$ cat src/rtl/mem_arb_pkg.sv
// Shared types for the memory-port arbiter.
// State, owner encodings and the idle address marker.
package mem_arb_pkg;

    typedef enum logic [1:0] {
        IDLE,
        REQ,
        WAIT
    } arb_state_t;

    typedef enum logic [1:0] {
        NONE,
        OWN_I,
        OWN_D
    } arb_owner_t;

    localparam logic [31:0] INVALID_ADDR = 32'hDEAD_BEEF;

endpackage

$ cat src/rtl/mem_rr_pick2.sv
// Two-way round-robin picker.
// Purely combinational; at most one grant is ever high.
module mem_rr_pick2
    import mem_arb_pkg::*;
(
    input  logic       eligible_i,
    input  logic       eligible_d,
    input  arb_owner_t last_grant,
    output logic       grant_i,
    output logic       grant_d
);

    assign grant_i = eligible_i &&
                     (!eligible_d || last_grant == OWN_D);
    assign grant_d = eligible_d &&
                     (!eligible_i || last_grant != OWN_D);

endmodule

$ cat src/rtl/mem_port_arbiter.sv
// Shares one memory port between icache refill and dcache MSHR.
// One transaction in flight; a watchdog aborts lost responses.
module mem_port_arbiter
    import mem_arb_pkg::*;
#(
    parameter int unsigned TIMEOUT      = 64,
    parameter logic [31:0] INVALID_ADDR = mem_arb_pkg::INVALID_ADDR
) (
    input  logic        clk,
    input  logic        rst_n,
    input  logic        i_req,
    input  logic [31:0] i_addr,
    output logic        i_valid,
    output logic [31:0] i_rdata,
    output logic        i_err,
    input  logic        d_req,
    input  logic        d_we,
    input  logic [31:0] d_addr,
    input  logic [31:0] d_wdata,
    output logic        d_valid,
    output logic [31:0] d_rdata,
    output logic        d_err,
    output logic        mem_req,
    output logic        mem_we,
    output logic [31:0] mem_addr,
    output logic [31:0] mem_wdata,
    input  logic [31:0] mem_rdata,
    input  logic        mem_valid,
    output logic        busy,
    output logic        timeout_sticky
);

    localparam int WDW = $clog2(TIMEOUT + 1);
    localparam logic [WDW-1:0] WD_LAST = WDW'(TIMEOUT - 1);

    arb_state_t     state;
    arb_owner_t     owner;
    arb_owner_t     last_grant;
    logic [31:0]    addr_q;
    logic [31:0]    wdata_q;
    logic           we_q;
    logic [WDW-1:0] wdog;

    logic           grant_i;
    logic           grant_d;
    logic           done;
    logic           fin_err;
    logic [31:0]    fin_data;

    // A requester is masked during its own response pulse
    mem_rr_pick2 u_pick (
        .eligible_i (i_req && !i_valid),
        .eligible_d (d_req && !d_valid),
        .last_grant (last_grant),
        .grant_i    (grant_i),
        .grant_d    (grant_d)
    );

    always_comb begin
        done     = 1'b0;
        fin_err  = 1'b0;
        fin_data = mem_rdata;
        if (state == WAIT) begin
            done     = mem_valid || (wdog == WD_LAST);
            fin_err  = !mem_valid;
            fin_data = mem_valid ? mem_rdata : INVALID_ADDR;
        end
    end

    assign mem_req   = (state == REQ);
    assign mem_we    = we_q;
    assign mem_addr  = (owner == NONE) ? INVALID_ADDR : addr_q;
    assign mem_wdata = wdata_q;
    assign busy      = (state != IDLE);

    always_ff @(posedge clk or negedge rst_n) begin
        if (!rst_n) begin
            state          <= IDLE;
            owner          <= NONE;
            last_grant     <= OWN_I;
            addr_q         <= '0;
            wdata_q        <= '0;
            we_q           <= 1'b0;
            wdog           <= '0;
            i_valid        <= 1'b0;
            i_err          <= 1'b0;
            i_rdata        <= '0;
            d_valid        <= 1'b0;
            d_err          <= 1'b0;
            d_rdata        <= '0;
            timeout_sticky <= 1'b0;
        end else begin
            i_valid <= 1'b0;
            i_err   <= 1'b0;
            d_valid <= 1'b0;
            d_err   <= 1'b0;
            unique case (state)
                IDLE: begin
                    if (grant_i || grant_d) begin
                        owner      <= grant_i ? OWN_I : OWN_D;
                        last_grant <= grant_i ? OWN_I : OWN_D;
                        addr_q     <= grant_i ? i_addr : d_addr;
                        wdata_q    <= grant_i ? '0 : d_wdata;
                        we_q       <= grant_d && d_we;
                        wdog       <= '0;
                        state      <= REQ;
                    end
                end
                REQ: state <= WAIT;
                WAIT: begin
                    if (done) begin
                        if (owner == OWN_I) begin
                            i_valid <= 1'b1;
                            i_err   <= fin_err;
                            i_rdata <= fin_data;
                        end
                        if (owner == OWN_D) begin
                            d_valid <= 1'b1;
                            d_err   <= fin_err;
                            d_rdata <= fin_data;
                        end
                        if (fin_err)
                            timeout_sticky <= 1'b1;
                        we_q  <= 1'b0;
                        owner <= NONE;
                        state <= IDLE;
                    end else if (wdog != '1) begin
                        wdog <= wdog + 1'b1;
                    end
                end
                default: state <= IDLE;
            endcase
        end
    end

endmodule

$ cat config.mk
export PLATFORM = sky130hd
export DESIGN_NAME = mem_port_arbiter
export DESIGN_NICKNAME = d
export VERILOG_FILES = /design/src/rtl/mem_arb_pkg.sv /design/src/rtl/mem_rr_pick2.sv /design/src/rtl/mem_port_arbiter.sv
export SDC_FILE = /design/constraint.sdc
export NUM_CORES = 1
export LEC_CHECK = 0
export BUFFER_PORTS_ARGS = -buffer_cell sky130_fd_sc_hd__buf_2
export CAP_MARGIN = 40
export CORE_ASPECT_RATIO = 1.75
export CORE_UTILIZATION = 45
export CTS_BUF_LIST = sky130_fd_sc_hd__clkbuf_4 sky130_fd_sc_hd__clkbuf_8
export DETAILED_ROUTE_END_ITERATION = 6
export PLACE_DENSITY = 0.77
export SETUP_SLACK_MARGIN = 0.15
export SLEW_MARGIN = 20
export SYNTH_ARGS = -nofsm -noshare
export SYNTH_HDL_FRONTEND = slang
export SYNTH_SLANG_ARGS = --single-unit
$ cat constraint.sdc
create_clock -name clk -period 2.5 [get_ports clk]
set_clock_uncertainty 0.1 [all_clocks]
set_input_delay 0.375 -clock clk [delete_from_list [all_inputs] [get_ports clk]]
set_output_delay 0.375 -clock clk [all_outputs]
set_load 0.005 [all_outputs]
==> summary.txt, run 1 <==
Cells and area
  – # diodes: 0
  – Multi-input gate area: 0.001908 sq mm
  – Ratio of cells with drive above 1 in the final layout: 51.46%
  – Final core occ: slightly above 60%
  – Nets: about 840
  – Reg area: between 0.003 and 0.004 sq mm
  – FILL cells: approximately 1.1k
  – Area delta synth->final: 32.83%

STA
  – Fin Hold WS: 0.04652 ns
  – Hold Violations, Final: 0
  – Worst Tran Pin Value: approximately 0.76 ns
  – Final Setup Violations: 0
  – Unrepaired setup endpoints after global routing: false
  – Crit path time final: about 2.1 ns
  – Final Slew Violations: 0
  – Slew Limit Headroom: 49.02%
  – F_max: 475.3 MHz
  – Setup TNS: 0 ns
  – Tcrit/Tclk final: 84.15%

Route
  – Drt total wl: approximately 16000 microns
  – Via count: 5002
  – DR pass1 iterations: 7
  – Post-route ant nets: 0
  – DRC: 5
  – Iter 0 DRT Violations: about 390
  – Vias/cell: ~5.6
  – Drt wl/cell: ~18 microns

Clock network
  – Clock sinks: 147
  – Worst skew pair latency: ~0.43 ns
  – Root Buffer: clkbuf_8
  – CTS tree: yes
  – CTS Buf Count: 17
  – H-tree lvl count: 4
  – CTS Buffer Depth: 2
  – Post-CTS sizing: 0
  – Clock slew at reported path FFs: roughly 0.090 ns

Worst hold path
  – Hold_sp: d_wdata[13]
  – WHS Path Cells: 2
  – Min-Delay Path Class: primary input to register
  – Hold Path Sink: mem_wdata[13]

Die
  – Row count: between 50 and 60
  – Horiz. Die Dim: a little under 90 microns
  – Initial Util: a little under half
  – Placeable Area: approximately 0.013 sq mm
  – Die area: between 0.01 and 0.015 sq mm
  – Number of I/O pins: between 200 and 300
  – Die Span Y: around 150 microns

Synthesis
  – Post-synth top area share: around 62%
  – Synth Cell Area: about 0.0059 sq mm
  – Post-synth net total: a little under 600
  – Synth Area per Inst: about 13 sq um
  – FF+latch count, synth: between 100 and 150
  – Synth Flop Type: dfrtp_1
  – Yosys top cell by area: dfrtp_1
  – Sequential share of the synthesized area: 62.26%
  – Count leader, synth: dfrtp_1
  – Synth area leaders: dfrtp_1, a222oi_1, a22o_1
  – Async set-reset flop share out of synthesis: 100.0%
  – Post-synth EDFFs: 0
  – Gate Count Post-Synth: about 440
  – Post-synth top cells: dfrtp_1, inv_1, a22o_1, a222oi_1, clkbuf_1
  – Unique masters post-synth: 41
  – Number of synthesis warnings: 0

Global routing
  – Initial antenna violation count: 0
  – All-Layer GR Usage: between 20% and 30%
  – Total grt overflow: 0
  – Largest net degree at the start of global routing: 64
  – First-pass GRT wire length: approximately 26000 microns
  – Number of global-route vias before repair: about 5.3k

Status
  – Failing checks: DRC
  – Run status: complete, but fails checks

Setup path
  – CP Capture Type: output pin
  – Max stage delay cell, worst path: dfrtp_1
  – Crit start category: register
  – FF-to-FF path depth: 6
  – Worst r2r dst: addr_q[23]
  – RR Startpoint: state[1]
  – R2R Setup Slk: approximately 0.55 ns
  – Crit-path max FO: 32
  – Cell count along the critical path: 4
  – Crit-path max cell delay: roughly 0.43 ns
  – Worst-path cell chain: nor2_1 -> buf_4 -> or2_2 -> buf_2
  – WP data required: between 2 and 2.5 ns
  – Critical path arrival: 1.63 ns
  – CP top delay family: flip-flops
  – Crit Path Category: register to output pin
  – Crit path buf inv count: 2

Placed design
  – Detailed placer's ending HPWL: about 12000 microns
  – Final GP Congestion: 0.9107
  – Number of port buffers: roughly 270

Power
  – Power Density: between 1000 and 1500 mW/mm^2
  – Total power: ~10 mW
  – P_leak: between 4 and 5 nW
  – Worst vdd ir: a little under 0.0007 V

Job
  – Max cap viols: 0
==> cells by family after synthesis <==
group	after synthesis	synth area share [%]
adder cells (fa/ha/maj)	1	0.2117
buffers and inverters	76	5.779
AO/OA/AOI/OAI	146	24.13
multiplexers	1	0.1694
AND/OR/NAND/NOR	73	7.451
flip-flops	147	62.26
==> flip-flops by register name (all words and copies together), names as in the netlist <==
signal          cells
owner               2
last_grant          2
i_err               1
wdog                7
mem_we              1
timeout_sticky      1
addr_q             32
i_valid             1
d_valid             1
d_rdata            32
state               2
i_rdata            32
d_err               1
mem_wdata          32
==> cell usage in the layout (no fill, tap or decap), drive strengths merged, types with 4 or more instances in the layout <==
cell,netlist,routed
nor2,8,8
a222oi,32,32
clkbuf,26,18
buf,12,280
nand2b,9,9
a22o,33,33
a21o,4,4
inv,36,44
nor3,6,6
or2,24,24
o21ai,4,4
nor2b,12,12
clkinv,2,5
dfrtp,146,146
nand2,5,5
o32a,48,48
nand3,4,4
a32o,16,16
==> repair_timing <==
item / CTS / global route
endpoints found under the hold margin: 45 / 0
hold buffers: 1 / 0
setup buffers: 0 / 0
==> where the power goes <==
part           leakage (nW)  switching (mW)  internal, mW
clock network         0.197           0.963         0.846
registers              1.82           0.643          3.48
logic                  2.04            2.01          2.14
==> layout make-up <==
class | count | area share (%)
clock buffers | 18 | 3.155
well taps | 171 | 2.725
flip-flops and latches | 147 | 46.87
multi-input cells | 221 | 24.30
clock inverters | 14 | 1.801
repair buffers | 281 | 19.20
inverters | 38 | 1.944
==> metal layers <==
layer | routed length (microns) | share of wire, % | global-route usage (%)
met2 | 8769 | 53 | 43.33
met5 | 0 | 0 | 0
met1 | 6107 | 37 | 29.06
met3 | 948 | 5.8 | 5.475
met4 | 584 | 3.6 | 11.75
==> through the flow <==
stage,setup slack (ns),std cells,instance area [sq um]
after floorplan,0.8121,444,5911
after global routing,0.3043,890,7851
final,0.3962,890,7851
after detailed placement,0.5441,857,7452
after CTS,0.3793,890,7851
after global placement,0.6129,856,7445
==> how the worst max path moves through the flow <==
| stage | slack (ns) | start | endpoint |
|---|---|---|---|
| after floorplan | 0.81 | wdog[0] | i_rdata[1] |
| after global placement | 0.61 | d_req | addr_q[29] |
| after detailed placement | 0.54 | d_req | addr_q[23] |
| after CTS | 0.38 | owner[0] | mem_addr[26] |
| after global routing | 0.30 | owner[1] | mem_addr[26] |
| final | 0.40 | owner[1] | mem_addr[26] |
Note: power is estimated with default switching activity, not from simulation.
==> inputs of run 2 (changes only) <==
--- a/config.mk
+++ b/config.mk
@@ -8,10 +8,10 @@
 export BUFFER_PORTS_ARGS = -buffer_cell sky130_fd_sc_hd__buf_2
 export CAP_MARGIN = 40
 export CORE_ASPECT_RATIO = 1.75
-export CORE_UTILIZATION = 45
+export CORE_UTILIZATION = 44
 export CTS_BUF_LIST = sky130_fd_sc_hd__clkbuf_4 sky130_fd_sc_hd__clkbuf_8
 export DETAILED_ROUTE_END_ITERATION = 6
-export PLACE_DENSITY = 0.77
+export PLACE_DENSITY = 0.79
 export SETUP_SLACK_MARGIN = 0.15
 export SLEW_MARGIN = 20
 export SYNTH_ARGS = -nofsm -noshare
==> constraint.sdc (replaced) <==
create_clock -name clk -period 1.8 [get_ports clk]
set_clock_uncertainty 0.1 [all_clocks]
set_input_delay 0.27 -clock clk [delete_from_list [all_inputs] [get_ports clk]]
set_output_delay 0.27 -clock clk [all_outputs]
set_load 0.005 [all_outputs]
==> summary.txt, run 2 (synthesized netlist as in run 1, its figures left out) <==
Status
  – Run status: complete, but fails checks
  – Failing checks: DRC, setup timing

Job
  – Max cap viols: 0 (unchanged)

Clock network
  – H-tree lvl count: 4 (unchanged)
  – Clock sinks: 147 (unchanged)
  – Clock slew at reported path FFs: 0.09 ns (about the same)
  – Worst skew pair latency: 0.43 ns (about the same)
  – Root Buffer: clkbuf_8
  – CTS Buffer Depth: 2 (unchanged)
  – CTS tree: yes
  – CTS Buf Count: 17 (unchanged)

STA
  – Unrepaired setup endpoints after global routing: true
  – Final Slew Violations: 0 (unchanged)
  – Crit path time final: ~2.1 ns
  – Hold Violations, Final: 0 (unchanged)
  – Fin Hold WS: 0.03622 ns (-0.01030 ns)
  – Final Setup Violations: 136 (+136)
  – Slew Limit Headroom: 66.54% (+18 points)
  – Final setup margin: -0.2861 ns (-0.6824 ns)
  – Worst Tran Pin Value: 0.5020 ns (-0.2612 ns)
  – F_max: around 480 MHz
  – Tcrit/Tclk final: 115.9%

Power
  – P_leak: 5.236 nW (+29%)
  – Power Density: 1708 mW/mm^2 (+33%)
  – Worst vdd ir: 0.0009971 V (+48%)

Setup path
  – Crit start category: register
  – Most Frequent Cell on Critical Path: buf_6
  – Max stage delay cell, worst path: a222oi_1
  – FF-to-FF path depth: 9 (+3)
  – Critical path arrival: 2.29 ns (+0.66 ns)
  – Crit Path Category: register to register
  – Worst-path cell chain: buf_6 -> buf_6 -> nor2_4 -> o21ai_4 -> buf_12 -> buf_4 -> buf_6 -> a222oi_1 -> inv_1
  – Crit-path max FO: 7 (-78%)
  – Crit-path max cell delay: 0.45 ns (+0.02 ns)
  – WP data required: 2.00 ns (-0.03 ns)
  – CP Capture Type: register

Die
  – Number of I/O pins: 270 (unchanged)
  – Placeable Area: 0.01301 sq mm (+1.1%)
  – Die Span Y: 155.3 microns (+1.1%)
  – Horiz. Die Dim: 89.62 microns (+1.1%)
  – Die area: 0.01392 sq mm (+2.2%)
  – Row count: 55 (unchanged)
  – Initial Util: 45.44% (-0.49 points)

Cells and area
  – Nets: 1022 (+22%)
  – Reg area: 0.003684 sq mm (+0.10%)
  – Commonest non-fill, non-tap cell in the layout: buf_2
  – Ratio of cells with drive above 1 in the final layout: 50.67% (-0.79 points)
  – FILL cells: 635 (-42%)
  – Most frequent cells in the layout: buf_2, dfrtp_1, dlygate4sd3_1
  – Area delta synth->final: 78.94%
  – Multi-input gate area: 0.002347 sq mm (+23%)

Global routing
  – Number of global-route vias before repair: 6614 (+25%)
  – First-pass GRT wire length: 34900 microns (+34%)
  – Largest net degree at the start of global routing: 46 (-28%)
  – Initial antenna violation count: 2 (+2)
  – All-Layer GR Usage: 34.19% (+9.0 points)
  – Total grt overflow: 0 (unchanged)

Worst hold path
  – Min-Delay Path Class: primary input to register
  – WHS Path Cells: 2 (unchanged)

Route
  – Via count: 6491 (+30%)
  – DR pass1 iterations: 7 (unchanged)
  – Post-route ant nets: 0 (unchanged)
  – Drt total wl: 26410 microns (+61%)
  – Drt wl/cell: 24.66 microns (+34%)
  – Iter 0 DRT Violations: 833 (+120%)
  – Vias/cell: 6.061 (+7.8%)
  – DRC: 1 (-4)

Placed design
  – Final GP Congestion: 0.9346 (+2.6%)
  – Number of port buffers: 269 (unchanged)
  – Pre-CTS WS: -0.01001 ns (-0.5541 ns)
  – Detailed placer's ending HPWL: 11930 microns (+1.7%)
[run 2: path summary, 6_finish.rpt]
path / slack, ns / from / to
min reg2reg: 0.39 / d_rdata[24] / d_rdata[24]
max reg2reg: -0.29 / state[0] / addr_q[25]
min: 0.04 / mem_rdata[14] / d_rdata[14]
min in group asynchronous: 0.23 / rst_n / i_rdata[23]
max: -0.29 / state[0] / addr_q[25]
max in group asynchronous: 0.73 / rst_n / last_grant[0]
[run 2: area by class of cell]
| class | instances | share of cell area [%] |
|---|---|---|
| multi-input combinational | 221 | 22.19 |
| timing repair inverter | 4 | 0.6507 |
| tap | 171 | 2.023 |
| inverter | 38 | 1.751 |
| clock buffer | 20 | 2.425 |
| clock inverter | 10 | 1.065 |
| timing repair buffer | 458 | 35.02 |
| sequential | 147 | 34.83 |
| antenna | 2 | 0.04732 |
[run 2: where the power goes]
group          internal, mW  switching (mW)  leakage [nW]
Sequential             4.85            1.11          1.82
Clock                  1.26            1.25         0.188
Combinational          5.34            4.25          3.23
[run 2: stage by stage]
stage | area [sq um] | cells | TNS [ns] | total power, mW | util (%)
final | 10580 | 1071 | -15.18 | 18.06 | 81.32
after global routing | 10570 | 1070 | -21.48 | 18.90 | 81.30
after CTS | 9920 | 1042 | -0.1647 | 15.57 | 76.27
after detailed placement | 7647 | 876 | -0.01445 | 11.87 | 58.80
after global placement | 7640 | 875 | 0 | 11.56 | 58.74
after floorplan | 5913 | 444 | 0 | 8.864 | -
[run 2: critical path, delay by kind of cell, from the launching register on]
family,cells,cell delay [ns]
compound gates,2,0.57
flops,1,0.40
simple gates,1,0.17
buf+inv,6,0.72
[run 2: routing by layer]
layer | part of all wire [%] | global-route usage, %
met2 | 51 | 55.34
met3 | 9.5 | 12.94
met5 | 0 | 0
met1 | 33 | 35.41
met4 | 6.7 | 24.11
[run 2: repair_timing]
item | CTS | global route
hold endpoints to repair | 129 | 2
gates cloned | 10 | 8
pin swaps | 51 | 24
gates resized for setup | 63 | 81
endpoints found under the setup margin | 163 | 166
hold buffers | 114 | 2
buffers inserted | 12 | 17
